`config.mk`:
```
export PLATFORM = sky130hd
export DESIGN_NAME = memory_write_splitter
export DESIGN_NICKNAME = d
export VERILOG_FILES = /design/src/rtl/memory_write_splitter.sv
export SDC_FILE = /design/constraint.sdc
export NUM_CORES = 1
export LEC_CHECK = 0
export ABC_AREA = 1
export CAP_MARGIN = 20
export CELL_PAD_IN_SITES_DETAIL_PLACEMENT = 0
export CELL_PAD_IN_SITES_GLOBAL_PLACEMENT = 1
export CORE_MARGIN = 2
export CORE_UTILIZATION = 35
export DETAILED_ROUTE_END_ITERATION = 8
export PLACE_DENSITY = 0.79
export REMOVE_ABC_BUFFERS = 1
export SLEW_MARGIN = 20
export SYNTH_ARGS = -nofsm -noshare
export SYNTH_HDL_FRONTEND = slang
export SYNTH_SLANG_ARGS = --single-unit
```
`constraint.sdc`:
```
create_clock -name clock -period 4.1 [get_ports clock]
set_input_delay 0.615 -clock clock [delete_from_list [all_inputs] [get_ports clock]]
set_output_delay 0.615 -clock clock [all_outputs]
set_load 0.1 [all_outputs]
```
`src/rtl/memory_write_splitter.sv`:
```
// Splits one byte-addressed write request into chunks of at most MAX_CHUNK bytes
// that never cross a BOUNDARY-aligned address, one start/done handshake per chunk.
module memory_write_splitter #(
  parameter int ADDR_WIDTH = 32,
  parameter int LEN_WIDTH  = 16,
  parameter int MAX_CHUNK  = 256,
  parameter int BOUNDARY   = 4096
) (
  input  logic                  clock,
  input  logic                  resetn,
  input  logic [ADDR_WIDTH-1:0] req_addr,
  input  logic [LEN_WIDTH-1:0]  req_len,
  input  logic                  req_valid,
  output logic                  req_ready,
  output logic                  cmp_done,
  output logic                  cmp_error,
  output logic                  busy,
  output logic [ADDR_WIDTH-1:0] mw_addr,
  output logic [LEN_WIDTH-1:0]  mw_len,
  output logic                  mw_start,
  input  logic                  mw_busy,
  input  logic                  mw_done,
  input  logic                  mw_error,
  output logic [1:0]            dbg_state
);

  localparam int LOG_B = $clog2(BOUNDARY);
  localparam int CW    = (LEN_WIDTH > LOG_B + 1) ? LEN_WIDTH : LOG_B + 1;

  typedef enum logic [1:0] {
    S_IDLE   = 2'd0,
    S_ISSUE  = 2'd1,
    S_WAIT   = 2'd2,
    S_FINISH = 2'd3
  } state_t;

  state_t                state;
  state_t                next_state;
  logic [ADDR_WIDTH-1:0] cur_addr;
  logic [ADDR_WIDTH-1:0] nxt_addr;
  logic [ADDR_WIDTH-1:0] src_addr;
  logic [LEN_WIDTH-1:0]  remaining;
  logic [LEN_WIDTH-1:0]  nxt_rem;
  logic [LEN_WIDTH-1:0]  src_rem;
  logic [LEN_WIDTH-1:0]  chunk;
  logic                  err;
  logic                  ready_q;
  logic                  accept;
  logic                  load_chunk;

  // Largest legal chunk at address a with r bytes left: bounded by r, MAX_CHUNK
  // and the distance to the next BOUNDARY multiple (low address bits only).
  function automatic logic [LEN_WIDTH-1:0] chunk_len(input logic [ADDR_WIDTH-1:0] a,
                                                     input logic [LEN_WIDTH-1:0]  r);
    logic [CW-1:0] to_bnd;
    logic [CW-1:0] lim;
    logic [CW-1:0] rem_w;
    to_bnd = CW'(BOUNDARY) - CW'(a[LOG_B-1:0]);
    lim    = (to_bnd < CW'(MAX_CHUNK)) ? to_bnd : CW'(MAX_CHUNK);
    rem_w  = CW'(r);
    return (rem_w < lim) ? LEN_WIDTH'(rem_w) : LEN_WIDTH'(lim);
  endfunction

  // Request handshake: a request transfers on a rising clock edge where
  // req_valid && req_ready; req_addr/req_len are sampled only on that edge.
  assign accept    = req_valid && ready_q && (state == S_IDLE);
  assign req_ready = ready_q;
  assign busy      = (state != S_IDLE);
  assign dbg_state = state;

  // mw_len holds the chunk in flight, so the WAIT update uses it directly.
  assign nxt_addr = cur_addr + ADDR_WIDTH'(mw_len);
  assign nxt_rem  = remaining - mw_len;
  assign src_addr = (state == S_IDLE) ? req_addr : nxt_addr;
  assign src_rem  = (state == S_IDLE) ? req_len  : nxt_rem;
  assign chunk    = chunk_len(src_addr, src_rem);

  always_ff @(posedge clock or negedge resetn) begin
    if (!resetn) begin
      state <= S_IDLE;
    end else begin
      state <= next_state;
    end
  end

  always_comb begin
    next_state = state;
    mw_start   = 1'b0;
    cmp_done   = 1'b0;
    cmp_error  = 1'b0;
    load_chunk = 1'b0;
    case (state)
      S_IDLE: begin
        if (accept) begin
          next_state = S_ISSUE;
          load_chunk = (req_len != '0);
        end
      end
      S_ISSUE: begin
        // A zero-length request passes through here without issuing a chunk.
        if (remaining == '0) begin
          next_state = S_FINISH;
        end else if (!mw_busy) begin
          mw_start   = 1'b1;
          next_state = S_WAIT;
        end
      end
      S_WAIT: begin
        if (mw_done) begin
          if (mw_error || (nxt_rem == '0)) begin
            next_state = S_FINISH;
          end else begin
            next_state = S_ISSUE;
            load_chunk = 1'b1;
          end
        end
      end
      S_FINISH: begin
        cmp_done   = 1'b1;
        cmp_error  = err;
        next_state = S_IDLE;
      end
      default: next_state = S_IDLE;
    endcase
  end

  always_ff @(posedge clock or negedge resetn) begin
    if (!resetn) begin
      cur_addr  <= '0;
      remaining <= '0;
      err       <= 1'b0;
      mw_addr   <= '0;
      mw_len    <= '0;
      ready_q   <= 1'b0;
    end else begin
      ready_q <= (next_state == S_IDLE);
      if (accept) begin
        cur_addr  <= req_addr;
        remaining <= req_len;
        err       <= 1'b0;
      end else if ((state == S_WAIT) && mw_done) begin
        cur_addr  <= nxt_addr;
        remaining <= nxt_rem;
        err       <= err | mw_error;
      end
      if (load_chunk) begin
        mw_addr <= src_addr;
        mw_len  <= chunk;
      end
    end
  end

endmodule

```
=== After elaboration in Yosys (flattened, before gate mapping) ===
Cells that the tools add are included.

* Word-level logic and storage cells: 52
* Register bits: 100

* $lt $le $gt $ge: 2
* Reduce and logical (&&, ||, !) cells: 11
* Eq/ne operators: 3
* Muxes and demuxes: 25
* Add/subtract/negate cells: 3
* Bitwise operators: 1

{| class="wikitable"
|+ Operators with widths
! kind !! number
|-
| $mux 32 || 3
|-
| $mux 16 || 5
|-
| $add 32x16->32 || 1
|-
| $logic_not 16->1 || 2
|-
| $lt 16x16->1 || 1
|-
| $lt 16x9->1 const B || 1
|-
| $reduce_bool 16->1 || 1
|-
| $sub 16x16->16 || 1
|-
| $sub 13x12->14 const A || 1
|-
| $mux 1 || 10
|-
| $mux 2 || 5
|-
| $pmux 2 s4 || 1
|-
| $eq 2x2->1 const B || 2
|-
| $logic_not 2->1 || 2
|-
| $reduce_bool 2->1 || 2
|-
| $logic_and 1x1->1 || 3
|-
| $eq 2x1->1 const B || 1
|-
| $pmux 1 s2 || 1
|-
| $logic_or 1x1->1 || 1
|-
| $or 1x1->1 || 1
|}

=== Longest topological paths before layout ===
* Word-level depth: 7
* Gate-level depth with buffers: 31
* Depth with buffers taken out: 31

=== Least setup slack after synthesis ===
No wires, ideal clock.

* Path type: reg-to-reg
* From: register mw_len[0]
* To: register mw_len[10]
* Data required time: 4.032 ns
* Arrival time: 4.295 ns
* Stages on the path, launching flop included: 27
* Clock period less this slack: 4.363 ns
* Library setup time: 0.068 ns
* Path slack: -0.263 ns
* Cell sequence: dfrtp_1 > ha_1 > inv_1 > fa_1 > nand2_1 > nand2_2 > ha_1 > inv_1 > nor2_1 > nand3_2 > nor2_2 > nand3_1 > nand2_1 > nand2_1 > nor2_1 > nand2_1 > or2_2 > ha_1 > nand2_1 > nor2_1 > a211oi_1 > nand2_2 > nand2_4 > nand2_4 > clkinv_2 > nand3_1 > nand2_1

* Cells in the longest elaborated chain, start to end: 7
* Elaborated cells on any way between the ends: 14

{| class="wikitable"
|+ RTL lines
! what !! line !! RTL
|-
| start: declaration || 19 || <nowiki>output logic [LEN_WIDTH-1:0] mw_len,</nowiki>
|-
| start signal: assignment || 148 || <nowiki>mw_len <= chunk;</nowiki>
|-
| $add 32x16->32 || 72 || <nowiki>assign nxt_addr = cur_addr + ADDR_WIDTH'(mw_len);</nowiki>
|-
| $mux 32 || 74 || <nowiki>assign src_addr = (state == S_IDLE) ? req_addr : nxt_addr;</nowiki>
|-
| $sub 13x12->14 || 58 || <nowiki>to_bnd = CW'(BOUNDARY) - CW'(a[LOG_B-1:0]);</nowiki>
|-
| $lt 16x9->1 || 59 || <nowiki>lim = (to_bnd < CW'(MAX_CHUNK)) ? to_bnd : CW'(MAX_CHUNK);</nowiki>
|-
| $mux 16 || 59 ||
|-
| $lt 16x16->1 || 61 || <nowiki>return (rem_w < lim) ? LEN_WIDTH'(rem_w) : LEN_WIDTH'(lim);</nowiki>
|-
| $mux 16 || 61 ||
|}

Several ways; a longest one is shown, not always the timed one.
A chain may end at the register's enable or synchronous reset.

=== Worst setup path after layout ===
* From: register cur_addr[0]
* To: register mw_len[1]

* Cells in the longest elaborated chain, start to end: 7

{| class="wikitable"
|+ RTL lines
! what !! line !! RTL
|-
| start: declaration || 39 || <nowiki>logic [ADDR_WIDTH-1:0] cur_addr;</nowiki>
|-
| start signal: assignment || 138 || <nowiki>cur_addr <= req_addr;</nowiki>
|-
| start signal: assignment || 142 || <nowiki>cur_addr <= nxt_addr;</nowiki>
|-
| $add 32x16->32 * || 72 ||
|-
| $mux 32 * || 74 ||
|-
| $sub 13x12->14 * || 58 ||
|-
| $lt 16x9->1 || 59 ||
|-
| $mux 16 * || 59 ||
|-
| $lt 16x16->1 || 61 ||
|-
| $mux 16 * || 61 ||
|}

Every way passes the cells marked *; elsewhere a longest branch is shown, timed or not.

==> reports/qor.yml <==
outcome:
  status: "complete, no violations"
grt:
  antenna_found_initial: 0
  grt_pass1_vias: 6750
  grt_usage_pct: 20.3
  globalRouteOverflowTotal: 0
  grt_max_degree: 69
  grt_pass1_wl_mm: 35.3
detailed_routing:
  route.detailed.drc: 0
  drt_iter0_drc: 478
  via_per_inst: 4.99
  wirelength_mm: 22.0
  num_vias: 7009
  dr.pass1.iters: 5
  wire_per_inst_um: 15.7
  ant_nets: 0
logic_synthesis:
  synth_edf_count: 0
  synth-seq-cells: 100
  synth_ff_type: "dfrtp_1"
  syn-cell-area_mm2: 0.00724
  muxShareOfSynthArea_pct: 0
  synth_fa_ha_area_share_pct: 7.98
  syn_area_per_cell_um2: 7.14
  synth_top_family_by_area: "simple AND/OR/NAND/NOR gates"
  yosys.area_share.xor_xnor_pct: 3.99
  synth-compound-area-share_pct: 13.3
  ys_seq_area_share_pct: 34.6
  yosys_warnings: 0
  netlist-cell-type-count: 48
  synth_cells: 1014
  synth-simple-area-share_pct: 31.3
  async_flop_share_pct: 100
timing:
  finalSetupViolations: 0
  final.setup_skew_ns: 0.0169
  fin_tns_setup_ns: 0
  max_slew_margin_pct: 29.1
  fin_crit_sh_pct: 94.1
  maxSlewViolCount: 0
  hold_viol_final: 0
  worstMarginPinSlew_ns: 1.06
  fin_crit_ns: 3.86
  max_freq_ghz: 0.259
floorplanning:
  start_util_pct: 35.7
  die_area_mm2: 0.0219
  die_h_um: 148
  core-area_mm2: 0.0203
  die_x_um: 148
  rows: 52
  io_pins: 109
layout:
  multi_input_area_mm2: 0.00420
  fill_cells: 2132
  drive_gt1_share_pct: 8.37
  syn2layout_area_growth_pct: 25.9
  diodes: 0
  ff_latch_area_mm2: 0.00250
  num-nets-final: 1229
worst_setup_path:
  path_max_fanout: 6
  critPathCaptureType: "register"
  required_ns: 4.35
  criticalPathCategory: "reg -> reg"
  crit_path_start_kind: "register"
  crit_arrival_ns: 4.11
hold_path:
  hold_path.class: "in -> async"
clocking:
  cts_hold_buf: 0
  cts_tree: "built"
  cts_max_path_buffers: 2
  htreeDepth: 3
  clockRootBuffer: "clkbuf_16"
  cts_buffers: 9
  cts.clk_slew.worst_paths_ns: 0.08
  cts.sink_count: 100
  clk_latency_ns: 0.36
placement:
  hpwl_mm: 16.3
  io_buffers: 108
  place_congestion: 0.844
run:
  maxCapViolCount: 0
[per-layer routing]
layer  vias to the layer above  wire length, um  track usage (%)
li1                       3584                -                -
met1                      3260            10800             28.4
met2                       145            10200             33.5
met3                        20              670             2.04
met4                         0              380             6.00
met5                         -                0                0
[cell families (layout without fill, tap and decap cells)]
group                    Yosys count  in the layout
adder cells (fa/ha/maj)           45             45
AND/OR/NAND/NOR                  519            520
flip-flops                       100            100
AO/OA/AOI/OAI                    153            153
buffers and inverters            163            281
other                              1              3
XOR/XNOR                          33             33
[cell usage after synthesis (17+ instances only)]
cell        n  area (um2)
dfrtp_1   100        2500
nand2_1   331        1240
ha_1       43         538
inv_1     126         473
xor2_1     28         245
a21oi_1    36         180
o211ai_1   17         128
o21ai_0    39         195
nand3_1    79         395
o221ai_1   24         210
nor2_1     47         176
clkbuf_1   18        67.6
[registers in the layout (all words and copies together) (netlist names)]
name,count
cur_addr,32
mw_addr,32
mw_len,16
remaining,16
dbg_state,2
err,1
req_ready,1
[per-stage QoR]
stage	util (%)	hold WS [ns]	setup slack [ns]	instance area [um2]	cells
final	44.9	0.310	0.243	9110	1405
after floorplan	-	0.319	-0.359	7100	984
after detailed placement	42.7	0.458	0.0278	8680	1382
after CTS	44.2	0.341	0.00248	8970	1398
after global placement	42.7	0.457	0.0609	8680	1382
after global routing	44.9	0.373	-0.0138	9110	1405
[layout by cell type (no fill, tap or decap), types with 9 or more instances in the layout]
master,n
nand4_1,12
nand3_1,78
a21oi_1,35
ha_1,39
clkdlybuf4s50_1,106
xor2_1,28
buf_4,27
nand2_1,325
a31oi_1,9
nand2_2,15
nor2_1,45
o21ai_1,14
dfrtp_1,100
o211ai_1,17
inv_1,126
o21ai_0,35
nor3_1,10
clkbuf_16,9
o221ai_1,24
[cell type report]
class                      count  area share (%)
clock inverter                 6           0.577
timing repair buffer         134            14.1
inverter                     131            5.41
sequential                   100            27.5
tap                          270            3.71
multi-input combinational    754            46.1
clock buffer                  10            2.62
[worst paths after layout]
kind	depth (start not counted)	slack, ns	end	start
setup / recovery	27	0.24	mw_len[1]	cur_addr[0]
hold / removal	1	0.31	remaining[1]	resetn
setup reg to reg	27	0.24	mw_len[1]	cur_addr[0]
hold reg to reg	2	0.47	mw_addr[18]	mw_addr[18]
max in group asynchronous	2	2.91	cur_addr[9]	resetn
min in group clock	2	0.47	mw_addr[18]	mw_addr[18]
[critical path, stage by stage (launching register included)]
cell and delay, ns:
dfrtp_1 0.36, ha_2 0.19, inv_1 0.06, fa_2 0.53
nand2_1 0.06, nand2_2 0.09, ha_2 0.18, inv_1 0.06
nor2_4 0.11, nand3_4 0.10, nor2_4 0.14, nand3_1 0.07
nand2_1 0.06, nand2_1 0.06, nor2_2 0.12, nand2_2 0.11
a21oi_1 0.12, o21ai_1 0.11, ha_1 0.33, a21oi_2 0.13
nor2_1 0.06, a211oi_2 0.16, nand2_2 0.11, nand2_4 0.13
buf_4 0.12, nand3_1 0.05, nand3_1 0.09, nand2_1 0.05
[repair_timing]
action	CTS	global route
setup buffers	0	6
gates cloned	0	1
pin swaps	0	10
gates resized for setup	1	23
setup endpoints to repair	3	12
Power is left out: the tool's default activity adds up to more than one toggle a clock period on the data nets, which glitch-free logic cannot reach.
